File: src/rtl/ram_access_master.sv
// Burst master for the single-port parity RAM: turns host read/write bursts into per-cycle
// RAM strobes, tracks read latency with a token pipe, and flags/counts parity errors.
module ram_access_master #(
  parameter int unsigned MEM_WIDTH  = 16,
  parameter int unsigned ADD_SIZE   = 10,
  parameter int unsigned LEN_W      = 4,
  parameter int unsigned RD_LATENCY = 2
) (
  input  logic                 clk_i,
  input  logic                 rst_i,
  // Host request
  input  logic                 req_valid_i,
  output logic                 req_ready_o,
  input  logic                 req_wr_i,
  input  logic [ADD_SIZE-1:0]  req_addr_i,
  input  logic [LEN_W-1:0]     req_len_i,
  // Host write data
  input  logic                 wdata_valid_i,
  output logic                 wdata_ready_o,
  input  logic [MEM_WIDTH-1:0] wdata_i,
  // Host read response
  output logic                 rsp_valid_o,
  output logic [MEM_WIDTH-1:0] rsp_data_o,
  output logic                 rsp_perr_o,
  output logic                 rsp_last_o,
  output logic                 done_o,
  output logic [7:0]           perr_cnt_o,
  // RAM port
  output logic                 ram_blk_sel_o,
  output logic                 ram_rd_en_o,
  output logic                 ram_wr_en_o,
  output logic [ADD_SIZE-1:0]  ram_addr_o,
  output logic [MEM_WIDTH-1:0] ram_din_o,
  input  logic [MEM_WIDTH-1:0] ram_dout_i,
  input  logic                 ram_parity_i
);

  typedef enum logic [1:0] {StIdle, StWrite, StRead, StDrain} state_e;

  state_e                 state_q, state_d;
  logic [ADD_SIZE-1:0]    addr_q, addr_d;
  logic [LEN_W-1:0]       len_q, len_d;
  logic [LEN_W-1:0]       cnt_q, cnt_d;
  logic                   ram_rd_en_q, ram_rd_en_d;
  logic                   ram_wr_en_q, ram_wr_en_d;
  logic                   blk_sel_q, blk_sel_d;
  logic [ADD_SIZE-1:0]    ram_addr_q, ram_addr_d;
  logic [MEM_WIDTH-1:0]   ram_din_q, ram_din_d;
  logic                   rd_last_q, rd_last_d;
  logic                   done_q, done_d;
  logic [RD_LATENCY-1:0]  tok_v_q, tok_v_d;
  logic [RD_LATENCY-1:0]  tok_last_q, tok_last_d;
  logic                   rsp_valid_q, rsp_valid_d;
  logic [MEM_WIDTH-1:0]   rsp_data_q, rsp_data_d;
  logic                   rsp_perr_q, rsp_perr_d;
  logic                   rsp_last_q, rsp_last_d;
  logic [7:0]             perr_cnt_q, perr_cnt_d;
  logic                   tok_out_v, tok_out_last;

  assign tok_out_v    = tok_v_q[RD_LATENCY-1];
  assign tok_out_last = tok_last_q[RD_LATENCY-1];

  always_comb begin
    state_d     = state_q;
    addr_d      = addr_q;
    len_d       = len_q;
    cnt_d       = cnt_q;
    ram_rd_en_d = 1'b0;
    ram_wr_en_d = 1'b0;
    ram_addr_d  = ram_addr_q;
    ram_din_d   = ram_din_q;
    rd_last_d   = 1'b0;
    done_d      = 1'b0;

    // Token i is valid in the cycle i+1 after its read strobe; the last stage lines up
    // with ram_dout being valid.
    tok_v_d[0]    = ram_rd_en_q;
    tok_last_d[0] = rd_last_q;
    for (int unsigned i = 1; i < RD_LATENCY; i++) begin
      tok_v_d[i]    = tok_v_q[i-1];
      tok_last_d[i] = tok_last_q[i-1];
    end

    rsp_valid_d = tok_out_v;
    rsp_last_d  = tok_out_v & tok_out_last;
    rsp_perr_d  = tok_out_v & ((^ram_dout_i) != ram_parity_i);
    rsp_data_d  = tok_out_v ? ram_dout_i : rsp_data_q;

    perr_cnt_d = perr_cnt_q;
    if (rsp_valid_q && rsp_perr_q && (perr_cnt_q != 8'hFF)) begin
      perr_cnt_d = perr_cnt_q + 8'd1;
    end

    unique case (state_q)
      StIdle: begin
        if (req_valid_i) begin
          addr_d = req_addr_i;
          len_d  = req_len_i;
          cnt_d  = '0;
          if (req_wr_i) begin
            state_d = StWrite;
          end else begin
            // Issue beat 0 straight away so reads start the cycle after acceptance.
            ram_rd_en_d = 1'b1;
            ram_addr_d  = req_addr_i;
            rd_last_d   = (req_len_i == '0);
            addr_d      = req_addr_i + ADD_SIZE'(1);
            cnt_d       = LEN_W'(1);
            state_d     = (req_len_i == '0) ? StDrain : StRead;
          end
        end
      end
      StWrite: begin
        if (wdata_valid_i) begin
          ram_wr_en_d = 1'b1;
          ram_addr_d  = addr_q;
          ram_din_d   = wdata_i;
          addr_d      = addr_q + ADD_SIZE'(1);
          cnt_d       = cnt_q + LEN_W'(1);
          if (cnt_q == len_q) begin
            done_d  = 1'b1;
            state_d = StIdle;
          end
        end
      end
      StRead: begin
        ram_rd_en_d = 1'b1;
        ram_addr_d  = addr_q;
        rd_last_d   = (cnt_q == len_q);
        addr_d      = addr_q + ADD_SIZE'(1);
        cnt_d       = cnt_q + LEN_W'(1);
        if (cnt_q == len_q) begin
          state_d = StDrain;
        end
      end
      StDrain: begin
        if (tok_out_v && tok_out_last) begin
          state_d = StIdle;
        end
      end
      default: state_d = StIdle;
    endcase

    if (tok_out_v && tok_out_last) begin
      done_d = 1'b1;
    end
    blk_sel_d = ram_rd_en_d | ram_wr_en_d;
  end

  always_ff @(posedge clk_i) begin
    if (rst_i) begin
      state_q     <= StIdle;
      addr_q      <= '0;
      len_q       <= '0;
      cnt_q       <= '0;
      ram_rd_en_q <= 1'b0;
      ram_wr_en_q <= 1'b0;
      blk_sel_q   <= 1'b0;
      ram_addr_q  <= '0;
      ram_din_q   <= '0;
      rd_last_q   <= 1'b0;
      done_q      <= 1'b0;
      tok_v_q     <= '0;
      tok_last_q  <= '0;
      rsp_valid_q <= 1'b0;
      rsp_data_q  <= '0;
      rsp_perr_q  <= 1'b0;
      rsp_last_q  <= 1'b0;
      perr_cnt_q  <= '0;
    end else begin
      state_q     <= state_d;
      addr_q      <= addr_d;
      len_q       <= len_d;
      cnt_q       <= cnt_d;
      ram_rd_en_q <= ram_rd_en_d;
      ram_wr_en_q <= ram_wr_en_d;
      blk_sel_q   <= blk_sel_d;
      ram_addr_q  <= ram_addr_d;
      ram_din_q   <= ram_din_d;
      rd_last_q   <= rd_last_d;
      done_q      <= done_d;
      tok_v_q     <= tok_v_d;
      tok_last_q  <= tok_last_d;
      rsp_valid_q <= rsp_valid_d;
      rsp_data_q  <= rsp_data_d;
      rsp_perr_q  <= rsp_perr_d;
      rsp_last_q  <= rsp_last_d;
      perr_cnt_q  <= perr_cnt_d;
    end
  end

  assign req_ready_o   = (state_q == StIdle);
  assign wdata_ready_o = (state_q == StWrite);
  assign rsp_valid_o   = rsp_valid_q;
  assign rsp_data_o    = rsp_data_q;
  assign rsp_perr_o    = rsp_perr_q;
  assign rsp_last_o    = rsp_last_q;
  assign done_o        = done_q;
  assign perr_cnt_o    = perr_cnt_q;
  assign ram_blk_sel_o = blk_sel_q;
  assign ram_rd_en_o   = ram_rd_en_q;
  assign ram_wr_en_o   = ram_wr_en_q;
  assign ram_addr_o    = ram_addr_q;
  assign ram_din_o     = ram_din_q;

endmodule
File: config.mk
export PLATFORM = sky130hd
export DESIGN_NAME = ram_access_master
export DESIGN_NICKNAME = d
export VERILOG_FILES = /design/src/rtl/ram_access_master.sv
export SDC_FILE = /design/constraint.sdc
export NUM_CORES = 1
export LEC_CHECK = 0
export ABC_AREA = 1
export CAP_MARGIN = 20
export CORE_ASPECT_RATIO = 0.75
export CORE_UTILIZATION = 30
export DETAILED_ROUTE_END_ITERATION = 8
export PLACE_DENSITY_LB_ADDON = 0.05
export SLEW_MARGIN = 25
export SYNTH_ARGS = -nofsm -noshare
export SYNTH_HDL_FRONTEND = slang
export SYNTH_SLANG_ARGS = --single-unit
File: constraint.sdc
create_clock -name clk_i -period 2.8 [get_ports clk_i]
set_input_delay 0.42 -clock clk_i [delete_from_list [all_inputs] [get_ports clk_i]]
set_output_delay 0.42 -clock clk_i [all_outputs]
set_load 0.02 [all_outputs]
==> impl_metrics.xml <==
<?xml version="1.0" encoding="UTF-8"?>
<metrics>
  <group name="global_route">
    <metric name="most_heavily_used_metal_layer_in_global_routing" unit="">met2</metric>
    <metric name="number_of_antenna_violations_at_the_first_check_in_global_routing" unit="">0</metric>
    <metric name="grt.met1_usage" unit="%">22.2</metric>
    <metric name="number_of_global_route_vias_before_repair" unit="">3542</metric>
    <metric name="largest_net_degree_at_the_start_of_global_routing" unit="">42</metric>
    <metric name="grt_remaining_overflow" unit="">0</metric>
    <metric name="gr-usage-all-layers" unit="%">15.9</metric>
    <metric name="met3_usage_grt" unit="%">5.01</metric>
    <metric name="grt_first_pass_wirelength" unit="um">17300</metric>
    <metric name="met2_track_demand_over_resource_in_global_routing" unit="%">23.3</metric>
  </group>
  <group name="yosys">
    <metric name="postSynthRegisterBits" unit="">82</metric>
    <metric name="synth_enable_flop_cells" unit="">0</metric>
    <metric name="post-synth-top-area-cell" unit="">dfxtp_1</metric>
    <metric name="synth_ff_type" unit="">dfxtp_1</metric>
    <metric name="synth_async_sr_flop_share" unit="%">0</metric>
    <metric name="syn_nets" unit="">652</metric>
    <metric name="syn_inst" unit="">592</metric>
    <metric name="netlist.area_leader.share" unit="%">40.7</metric>
    <metric name="synth-seq-area-share" unit="%">40.7</metric>
    <metric name="postSynthAreaPerCell" unit="um2">6.81</metric>
    <metric name="dominant_cells_by_area_after_synthesis" unit="">dfxtp_1, nand2_1, o21ai_0, nor2_1, inv_1</metric>
    <metric name="synth_cell_type_count" unit="">38</metric>
    <metric name="synthesis.yosys.warnings" unit="">0</metric>
    <metric name="synth_cell_area" unit="um2">4030</metric>
  </group>
  <group name="clock_network">
    <metric name="post-cts-setup-buffer-count" unit="">0</metric>
    <metric name="cts_num_sinks" unit="">82</metric>
    <metric name="root_buffer" unit="">clkbuf_16</metric>
    <metric name="tritoncts" unit="">yes</metric>
    <metric name="cts-htree-levels" unit="">3</metric>
    <metric name="tritoncts.num_buffers" unit="">9</metric>
    <metric name="hold_buffers_post_cts" unit="">0</metric>
    <metric name="clk_transition_reported_paths" unit="ns">0.07</metric>
    <metric name="cts.path.max_buffers" unit="">2</metric>
    <metric name="worst_skew_pair.late_latency" unit="ns">0.34</metric>
    <metric name="ctsResizeCount" unit="">0</metric>
  </group>
  <group name="final_layout">
    <metric name="final_common_cell" unit="">nand2_1</metric>
    <metric name="cell_count_final_fillers_out" unit="">875</metric>
    <metric name="commonest_cells_after_routing_fill_and_taps_aside" unit="">nand2_1, clkdlybuf4s50_1, dfxtp_1</metric>
    <metric name="fillers" unit="">1338</metric>
    <metric name="post_route_cells_drive_above_1_share" unit="%">6.68</metric>
    <metric name="layout-area-overhead-vs-synth" unit="%">39.3</metric>
    <metric name="multiInputGateArea" unit="um2">2060</metric>
    <metric name="final_nets" unit="">759</metric>
    <metric name="area.sequential" unit="um2">1640</metric>
    <metric name="count_of_inserted_antenna_diode_cells" unit="">0</metric>
  </group>
  <group name="route">
    <metric name="drt_first_pass_iters" unit="">4</metric>
    <metric name="final_antenna_net_count" unit="">0</metric>
    <metric name="drt_first_iter_violations" unit="">172</metric>
    <metric name="avgRoutedWirePerCell" unit="um">12.1</metric>
    <metric name="vias_per_cell" unit="">4.46</metric>
    <metric name="drcViolationCount" unit="">0</metric>
    <metric name="routed-via-count" unit="">3904</metric>
    <metric name="routed_wl" unit="um">10600</metric>
  </group>
  <group name="power">
    <metric name="report.power.total" unit="uW">4670</metric>
    <metric name="irDropWorstVdd" unit="mV">0.359</metric>
    <metric name="power_per_cell_area" unit="nW/um2">831</metric>
    <metric name="power.leakage" unit="uW">0.00240</metric>
  </group>
  <group name="sta">
    <metric name="final_critical_path_setup_slack" unit="ns">0.591</metric>
    <metric name="finalWorstPathRequiredPeriod" unit="ns">2.21</metric>
    <metric name="timing_worst_slew_pin_value" unit="ns">0.501</metric>
    <metric name="setup-violations-final" unit="">0</metric>
    <metric name="timing_hold_violations_final" unit="">0</metric>
    <metric name="skew" unit="ns">0.00879</metric>
    <metric name="fmax" unit="GHz">0.453</metric>
    <metric name="fin_setup_tns" unit="ns">0</metric>
    <metric name="fin_crit_sh" unit="%">78.9</metric>
    <metric name="slew-limit-headroom" unit="%">66.6</metric>
    <metric name="maxSlewViolCount" unit="">0</metric>
    <metric name="grt_setup_unrepaired" unit="">no</metric>
  </group>
  <group name="placement">
    <metric name="gp_routability_congestion" unit="">0.782</metric>
    <metric name="detailedPlacementHpwl" unit="um">7550</metric>
    <metric name="dp_cells" unit="">859</metric>
    <metric name="io_buffer_count" unit="">110</metric>
    <metric name="pre_cts_slack" unit="ns">0.751</metric>
  </group>
  <group name="setup_path">
    <metric name="worstSetupStartpoint" unit="">state_q[0]</metric>
    <metric name="critical_path.endpoint_type" unit="">output port</metric>
    <metric name="timing.critical_path.arrival" unit="ns">1.79</metric>
    <metric name="reg2reg_setup_slack" unit="ns">0.95</metric>
    <metric name="r2r_cells" unit="">10</metric>
    <metric name="setup.worst_path.start_class" unit="">flop</metric>
    <metric name="crit_type" unit="">flop to output port</metric>
    <metric name="critPathCapture" unit="">req_ready_o</metric>
    <metric name="critical_path_required" unit="ns">2.38</metric>
    <metric name="path_max_fanout" unit="">6</metric>
    <metric name="rr_endpoint" unit="">ram_addr_o[8]</metric>
    <metric name="worst_r2r_startpoint" unit="">state_q[0]</metric>
  </group>
  <group name="floorplanning">
    <metric name="floorplan.io_pins" unit="">111</metric>
    <metric name="coreArea" unit="um2">13100</metric>
    <metric name="initial_core_util" unit="%">30.9</metric>
    <metric name="die-height" unit="um">102</metric>
    <metric name="rows" unit="">36</metric>
    <metric name="die_width" unit="um">136</metric>
    <metric name="die-area" unit="um2">13900</metric>
  </group>
  <group name="run">
    <metric name="drv_cap" unit="">0</metric>
  </group>
  <group name="hold_path">
    <metric name="worst_hold_path_type" unit="">flop to flop</metric>
  </group>
  <group name="outcome">
    <metric name="status" unit="">finished clean</metric>
  </group>
</metrics>
## cell type report
class | count | area share [%]
Clock buffer | 9 | 4.01
Multi-Input combinational cell | 426 | 36.7
Clock inverter | 7 | 1.40
Timing Repair Buffer | 118 | 20.7
Tap cell | 171 | 3.81
Inverter | 62 | 4.14
Sequential cell | 82 | 29.2
## per-stage QoR
stage	hold WS, ns	area, um2	util, %
floorplan	0.388	4030	-
global placement	0.395	5310	40.7
detailed placement	0.392	5310	40.7
CTS	0.402	5620	43.0
global route	0.438	5620	43.0
finish	0.403	5620	43.0
## cells in the mapped netlist (3+ instances only)
cell,n
a31oi_1,12
ha_1,8
nor2_2,3
nand2_1,158
nor2_1,76
a21oi_2,7
xor2_1,7
inv_2,4
nand3_1,17
xnor2_1,4
inv_1,58
clkbuf_1,13
buf_2,6
nor3_1,9
a21oi_1,33
o21ai_0,68
dfxtp_1,82
## state kept, by name, indices dropped and copies added, names as in the netlist
name           count
perr_cnt_o         8
ram_addr_o        10
ram_din_o         16
addr_q            10
rsp_perr_o         1
done_o             1
ram_blk_sel_o      1
tok_v_q            2
ram_wr_en_o        1
rd_last_q          1
rsp_valid_o        1
ram_rd_en_o        1
cnt_q              4
state_q            2
rsp_last_o         1
rsp_data_o        16
tok_last_q         2
len_q              4
## how the worst min path moves through the flow
stage                     slack (ns)           from  depth (start not counted)            end
after CTS                       0.40  tok_last_q[0]                          2  tok_last_q[1]
after detailed placement        0.39  tok_last_q[0]                          2  tok_last_q[1]
after global routing            0.44  tok_last_q[0]                          2  tok_last_q[1]
final                           0.40  tok_last_q[0]                          2  tok_last_q[1]
after global placement          0.39  tok_last_q[0]                          2  tok_last_q[1]
after floorplan                 0.39      rd_last_q                          2  tok_last_q[0]
## where the power goes
part	switching, uW	total [uW]	internal, uW
clock network	525	1230	706
logic	1080	1820	741
registers	182	1610	1430
## critical path, cell delays in order, from the launching register on
cell,delay [ns]
dfxtp_1,0.33
inv_1,0.11
ha_1,0.32
clkdlybuf4s50_1,0.70
## routing by layer
metal	share of wire (%)	routed length (um)
met4	1.1	117
met3	6.8	723
met5	0	0
met2	40	4220
met1	52	5510
## logic make-up after synthesis
family	count (synthesis)	synth area share, %
xor gates and xnor gates	11	2.39
DFF	82	40.7
AOI/OAI and AO/OA	132	18.1
adders and majority gates	8	2.48
and+or+nand+nor	275	28.2
buffers and inverters	84	8.10
Power figures use the tool's default switching activity.
